**src/rtl/mcp_instr_sequencer.sv**
```systemverilog
// Issue stage for the multi-cycle core: buffers instructions in a circular FIFO and
// issues them one at a time (start pulse, wait for done or timeout), capturing results.
module mcp_instr_sequencer #(
    parameter int unsigned INSTR_W = 18,
    parameter int unsigned DATA_W  = 8,
    parameter int unsigned DEPTH   = 8,
    parameter int unsigned TIMEOUT = 64
) (
    input  logic                         clk,
    input  logic                         rst,
    input  logic [INSTR_W-1:0]           in_instr,
    input  logic                         in_valid,
    output logic                         in_ready,
    input  logic                         enable,
    output logic [INSTR_W-1:0]           instr,
    output logic                         start,
    input  logic                         done,
    input  logic [DATA_W-1:0]            mem_out,
    input  logic [DATA_W-1:0]            reg_out,
    output logic                         res_valid,
    output logic [DATA_W-1:0]            res_mem,
    output logic [DATA_W-1:0]            res_reg,
    output logic [15:0]                  retired_cnt,
    output logic [$clog2(DEPTH+1)-1:0]   level,
    output logic                         busy,
    output logic                         err_timeout,
    output logic                         err_spurious
);

    localparam int unsigned PW = $clog2(DEPTH);
    localparam int unsigned LW = $clog2(DEPTH + 1);
    localparam int unsigned CW = $clog2(TIMEOUT);

    typedef enum logic {
        S_IDLE,
        S_WAIT
    } state_t;

    state_t              state_q, state_d;
    logic [INSTR_W-1:0]  fifo_q [DEPTH];
    logic [PW-1:0]       wr_ptr_q, wr_ptr_d;
    logic [PW-1:0]       rd_ptr_q, rd_ptr_d;
    logic [LW-1:0]       level_q, level_d;
    logic [CW-1:0]       cnt_q, cnt_d;
    logic [INSTR_W-1:0]  instr_q, instr_d;
    logic                start_q, start_d;
    logic                res_valid_q, res_valid_d;
    logic [DATA_W-1:0]   res_mem_q, res_mem_d;
    logic [DATA_W-1:0]   res_reg_q, res_reg_d;
    logic [15:0]         retired_q, retired_d;
    logic                err_to_q, err_to_d;
    logic                err_sp_q, err_sp_d;
    logic                push, pop;

    assign in_ready = (level_q != LW'(DEPTH));
    assign push     = in_valid && in_ready;
    assign pop      = (state_q == S_IDLE) && enable && (level_q != '0);

    always_comb begin
        state_d     = state_q;
        wr_ptr_d    = wr_ptr_q;
        rd_ptr_d    = rd_ptr_q;
        level_d     = level_q;
        cnt_d       = cnt_q;
        instr_d     = instr_q;
        start_d     = 1'b0;
        res_valid_d = 1'b0;
        res_mem_d   = res_mem_q;
        res_reg_d   = res_reg_q;
        retired_d   = retired_q;
        err_to_d    = err_to_q;
        err_sp_d    = err_sp_q;

        if (push) wr_ptr_d = wr_ptr_q + PW'(1);
        if (pop)  rd_ptr_d = rd_ptr_q + PW'(1);
        case ({push, pop})
            2'b10:   level_d = level_q + LW'(1);
            2'b01:   level_d = level_q - LW'(1);
            default: level_d = level_q;
        endcase

        case (state_q)
            S_IDLE: begin
                if (done) err_sp_d = 1'b1;
                if (pop) begin
                    instr_d = fifo_q[rd_ptr_q];
                    start_d = 1'b1;
                    cnt_d   = '0;
                    state_d = S_WAIT;
                end
            end
            S_WAIT: begin
                // done takes priority over an expiring timeout on the same edge
                if (done) begin
                    res_mem_d   = mem_out;
                    res_reg_d   = reg_out;
                    res_valid_d = 1'b1;
                    retired_d   = retired_q + 16'd1;
                    state_d     = S_IDLE;
                end else if (cnt_q == CW'(TIMEOUT - 1)) begin
                    err_to_d = 1'b1;
                    state_d  = S_IDLE;
                end else begin
                    cnt_d = cnt_q + CW'(1);
                end
            end
            default: state_d = S_IDLE;
        endcase
    end

    always_ff @(posedge clk or posedge rst) begin
        if (rst) begin
            state_q     <= S_IDLE;
            wr_ptr_q    <= '0;
            rd_ptr_q    <= '0;
            level_q     <= '0;
            cnt_q       <= '0;
            instr_q     <= '0;
            start_q     <= 1'b0;
            res_valid_q <= 1'b0;
            res_mem_q   <= '0;
            res_reg_q   <= '0;
            retired_q   <= '0;
            err_to_q    <= 1'b0;
            err_sp_q    <= 1'b0;
        end else begin
            state_q     <= state_d;
            wr_ptr_q    <= wr_ptr_d;
            rd_ptr_q    <= rd_ptr_d;
            level_q     <= level_d;
            cnt_q       <= cnt_d;
            instr_q     <= instr_d;
            start_q     <= start_d;
            res_valid_q <= res_valid_d;
            res_mem_q   <= res_mem_d;
            res_reg_q   <= res_reg_d;
            retired_q   <= retired_d;
            err_to_q    <= err_to_d;
            err_sp_q    <= err_sp_d;
        end
    end

    // Storage needs no reset: resetting the pointers and level flushes it.
    always_ff @(posedge clk) begin
        if (push) fifo_q[wr_ptr_q] <= in_instr;
    end

    assign instr        = instr_q;
    assign start        = start_q;
    assign res_valid    = res_valid_q;
    assign res_mem      = res_mem_q;
    assign res_reg      = res_reg_q;
    assign retired_cnt  = retired_q;
    assign level        = level_q;
    assign busy         = (state_q == S_WAIT);
    assign err_timeout  = err_to_q;
    assign err_spurious = err_sp_q;

endmodule

```
**config.mk**
```make
export PLATFORM = sky130hd
export DESIGN_NAME = mcp_instr_sequencer
export DESIGN_NICKNAME = d
export VERILOG_FILES = /design/src/rtl/mcp_instr_sequencer.sv
export SDC_FILE = /design/constraint.sdc
export NUM_CORES = 1
export LEC_CHECK = 0
export BUFFER_PORTS_ARGS = -buffer_cell sky130_fd_sc_hd__buf_2
export CELL_PAD_IN_SITES_DETAIL_PLACEMENT = 0
export CELL_PAD_IN_SITES_GLOBAL_PLACEMENT = 2
export CORE_MARGIN = 3
export CORE_UTILIZATION = 45
export CTS_CLUSTER_SIZE = 16
export DETAILED_ROUTE_END_ITERATION = 12
export PLACE_DENSITY = 0.79
export SYNTH_ARGS = -nofsm -noshare
export SYNTH_HDL_FRONTEND = slang
export SYNTH_SLANG_ARGS = --single-unit
```
**constraint.sdc**
```tcl
create_clock -name clk -period 7.43 [get_ports clk]
set_input_delay 0 -clock clk [delete_from_list [all_inputs] [get_ports clk]]
set_output_delay 0 -clock clk [all_outputs]
set_load 0.005 [all_outputs]
```
==> impl_metrics.yaml <==
outcome:
  status: "finished, final reports clean"
floorplan:
  core_um2: 18100
  die_w_um: 142
  die_area_um2: 20300
  initial_utilization: 0.462
  die_h_um: 142
  num_io_pins: 99
  row_count: 49
sta:
  min_period_ps: 2610
  rsz0062_at_grt: "false"
  setup_tns_ps: 0
  tightest_slew_ps: 963
  fin_skew_ps: 20.6
  finalMaxSlewViolations: 0
  finalSetupViolCount: 0
  finalHoldViolations: 0
  fin_crit_sh: 0.351
  fmax_ghz: 0.383
  slew_headroom: 0.358
worst_setup_path:
  cp_data_arrival_time_ps: 2990
  end_kind: "flop"
  worst-path-buf-inv: 0
  slowest_stage: "or4b_2"
  rr_startpoint: "level[1]"
  critPathRequiredTime_ps: 7810
  crit_type: "flop to flop"
  critPathMaxFanout: 9
  worst_setup_path_start_kind: "flop"
  cp_cell_sequence: "or4b_2, nand2_1, ha_1, xor2_1, ha_1, a21oi_1, xor2_1, nor2_1, xor2_1"
  cp_common_cell: "xor2_1"
  critPathTopFamily: "simple AND/OR/NAND/NOR gates"
  cp-startpoint: "level[1]"
  cp_slowest_stage_delay_ps: 740
clock_network:
  cts_tree: "built"
  cts_sinks: 215
  cts_root_buffer: "clkbuf_16"
  cts_buffers: 24
  post_cts_resized: 0
  clock_path_buffers: 3
  htree_levels: 1
  clk_pin_slew_ps: 60
  hold_buffers: 37
  post-cts-setup-buffer-count: 0
  clk_latency_ps: 510
synth:
  syn_inst: 458
  synth_cell_type_count: 43
  ys_ff_latch: 215
  synth-edff-count: 144
  syn-num-nets: 504
  yosysSeqAreaShare: 0.728
  async_flop_share: 0.330
  yosysWarnings: 0
  synth_top_area_cell: "edfxtp_1"
  synth_top_flop_cell: "edfxtp_1"
  yosys-top-cells-area: "edfxtp_1, dfrtp_1, mux4_2, mux2_2, mux2i_1"
  yosysMostFrequentCell: "edfxtp_1"
  netlist_area_um2: 8380
  synth.avg_cell_area_um2: 18.3
  yosysTopAreaCellShare: 0.516
  yosys-top-cells-count: "edfxtp_1, dfrtp_1, mux4_2, nor2_1, mux2i_1"
finish:
  regMostFlops: "fifo_q"
  final_cells: 858
  syn_to_final_growth_pct: 23.6
  final_core_util: 0.571
  largest_reg_flops: 144
  diodes: 0
  drive_above_1_share: 0.343
  nets: 657
drt:
  avgRoutedWirePerCell_um: 18.9
  vias_per_cell: 5.19
  vias: 4456
  firstDrtPassIters: 4
  drc: 0
  ant_nets: 0
  drt_wl_total_mm: 16.2
  drt_iter0_drc: 229
global_routing:
  grt_pass1_wl_mm: 26.0
  overflow: 0
  antenna_found_initial: 0
  grt_pass1_vias: 4764
  grt_max_degree: 72
  grt_use_total: 0.163
flow_run:
  maxCapViolations: 0
placed_design:
  portBuffers: 98
  dp_hpwl_mm: 9.30
  dp.cells: 777
  gp_congestion: 0.714
pwr:
  power.density_nw_per_um2: 384
  power.leakage_nw: 3.99
  peakVddDrop_mv: 0.214
worst_hold_path:
  hp-start: "enable"
  hold_class: "primary input to flop"
[per-layer routing]
metal | global-route usage | share of wire
met2 | 0.279 | 0.49
met1 | 0.216 | 0.44
met4 | 0.0415 | 0.023
met3 | 0.0306 | 0.043
met5 | 0 | 0
[cell families (layout without fill, tap and decap cells)]
| kind of cell | after synthesis | in the layout | synth area share |
|---|---|---|---|
| AOI/OAI and AO/OA | 32 | 32 | 0.0217 |
| xor gates and xnor gates | 23 | 23 | 0.0240 |
| adders and majority gates | 7 | 7 | 0.0105 |
| buffers and inverters | 23 | 194 | 0.0155 |
| DFF | 215 | 215 | 0.728 |
| muxes | 78 | 78 | 0.150 |
| and+or+nand+nor | 80 | 80 | 0.0499 |
[per-stage QoR]
stage / power (mW) / setup WS [ps] / area [um^2] / hold slack [ps]
floorplan: 2.42 / 4650 / 8380 / 98.9
global placement: 2.73 / 4920 / 9140 / 234
detailed placement: 2.77 / 4810 / 9140 / 236
CTS: 4.04 / 4800 / 10400 / 152
global route: 4.20 / 4630 / 10400 / 222
finish: 3.98 / 4820 / 10400 / 183
[tightest hold or removal path: cells and delay by family]
family / cells / cell delay [ps]
and+or+nand+nor: 1 / 180
buffers and inverters: 1 / 90
xor gates and xnor gates: 1 / 110
adders and majority gates: 1 / 270
[layout make-up]
cell class,instances,area (um^2)
clock buffer,26,618
inverter,3,11.3
tap,229,287
timing repair buffer,147,951
fill,1371,7790
clock inverter,18,229
multi-input combinational,220,2160
sequential,215,6100
[layout by cell type, fill, tap and decap left out, drive strengths merged, types with 2 or more instances in the layout]
cell,Yosys,layout
edfxtp,144,144
mux2i,21,21
nand4,2,2
xnor2,15,15
clkinv,0,10
and4,4,4
o2bb2ai,3,3
inv,3,3
o21ai,4,4
a21oi,20,20
nor2,29,29
nor3,3,3
bufinv,0,5
xor2,8,8
buf,15,110
nand2,12,12
ha,7,7
dlygate4sd3,0,37
and2,3,3
mux4,36,36
clkinvlp,0,3
and3,7,7
dfrtp,71,71
clkbuf,5,26
mux2,21,21
nand2b,4,4
nand3,10,10
[worst paths after layout]
path	end	slack, ps	depth (start not counted)
max	level[2]	4820	9
min	level[0]	180	4
max reg2reg	level[2]	4820	9
min reg2reg	retired_cnt[15]	460	1
max in group asynchronous	rd_ptr_q[1]	6420	4
min in group asynchronous	res_reg[3]	350	4
[where the power goes]
part           switching (mW)  internal (mW)
Clock                   0.460          0.776
Combinational           0.484          0.521
Sequential              0.180           1.56
(Power assumes the default switching activity.)
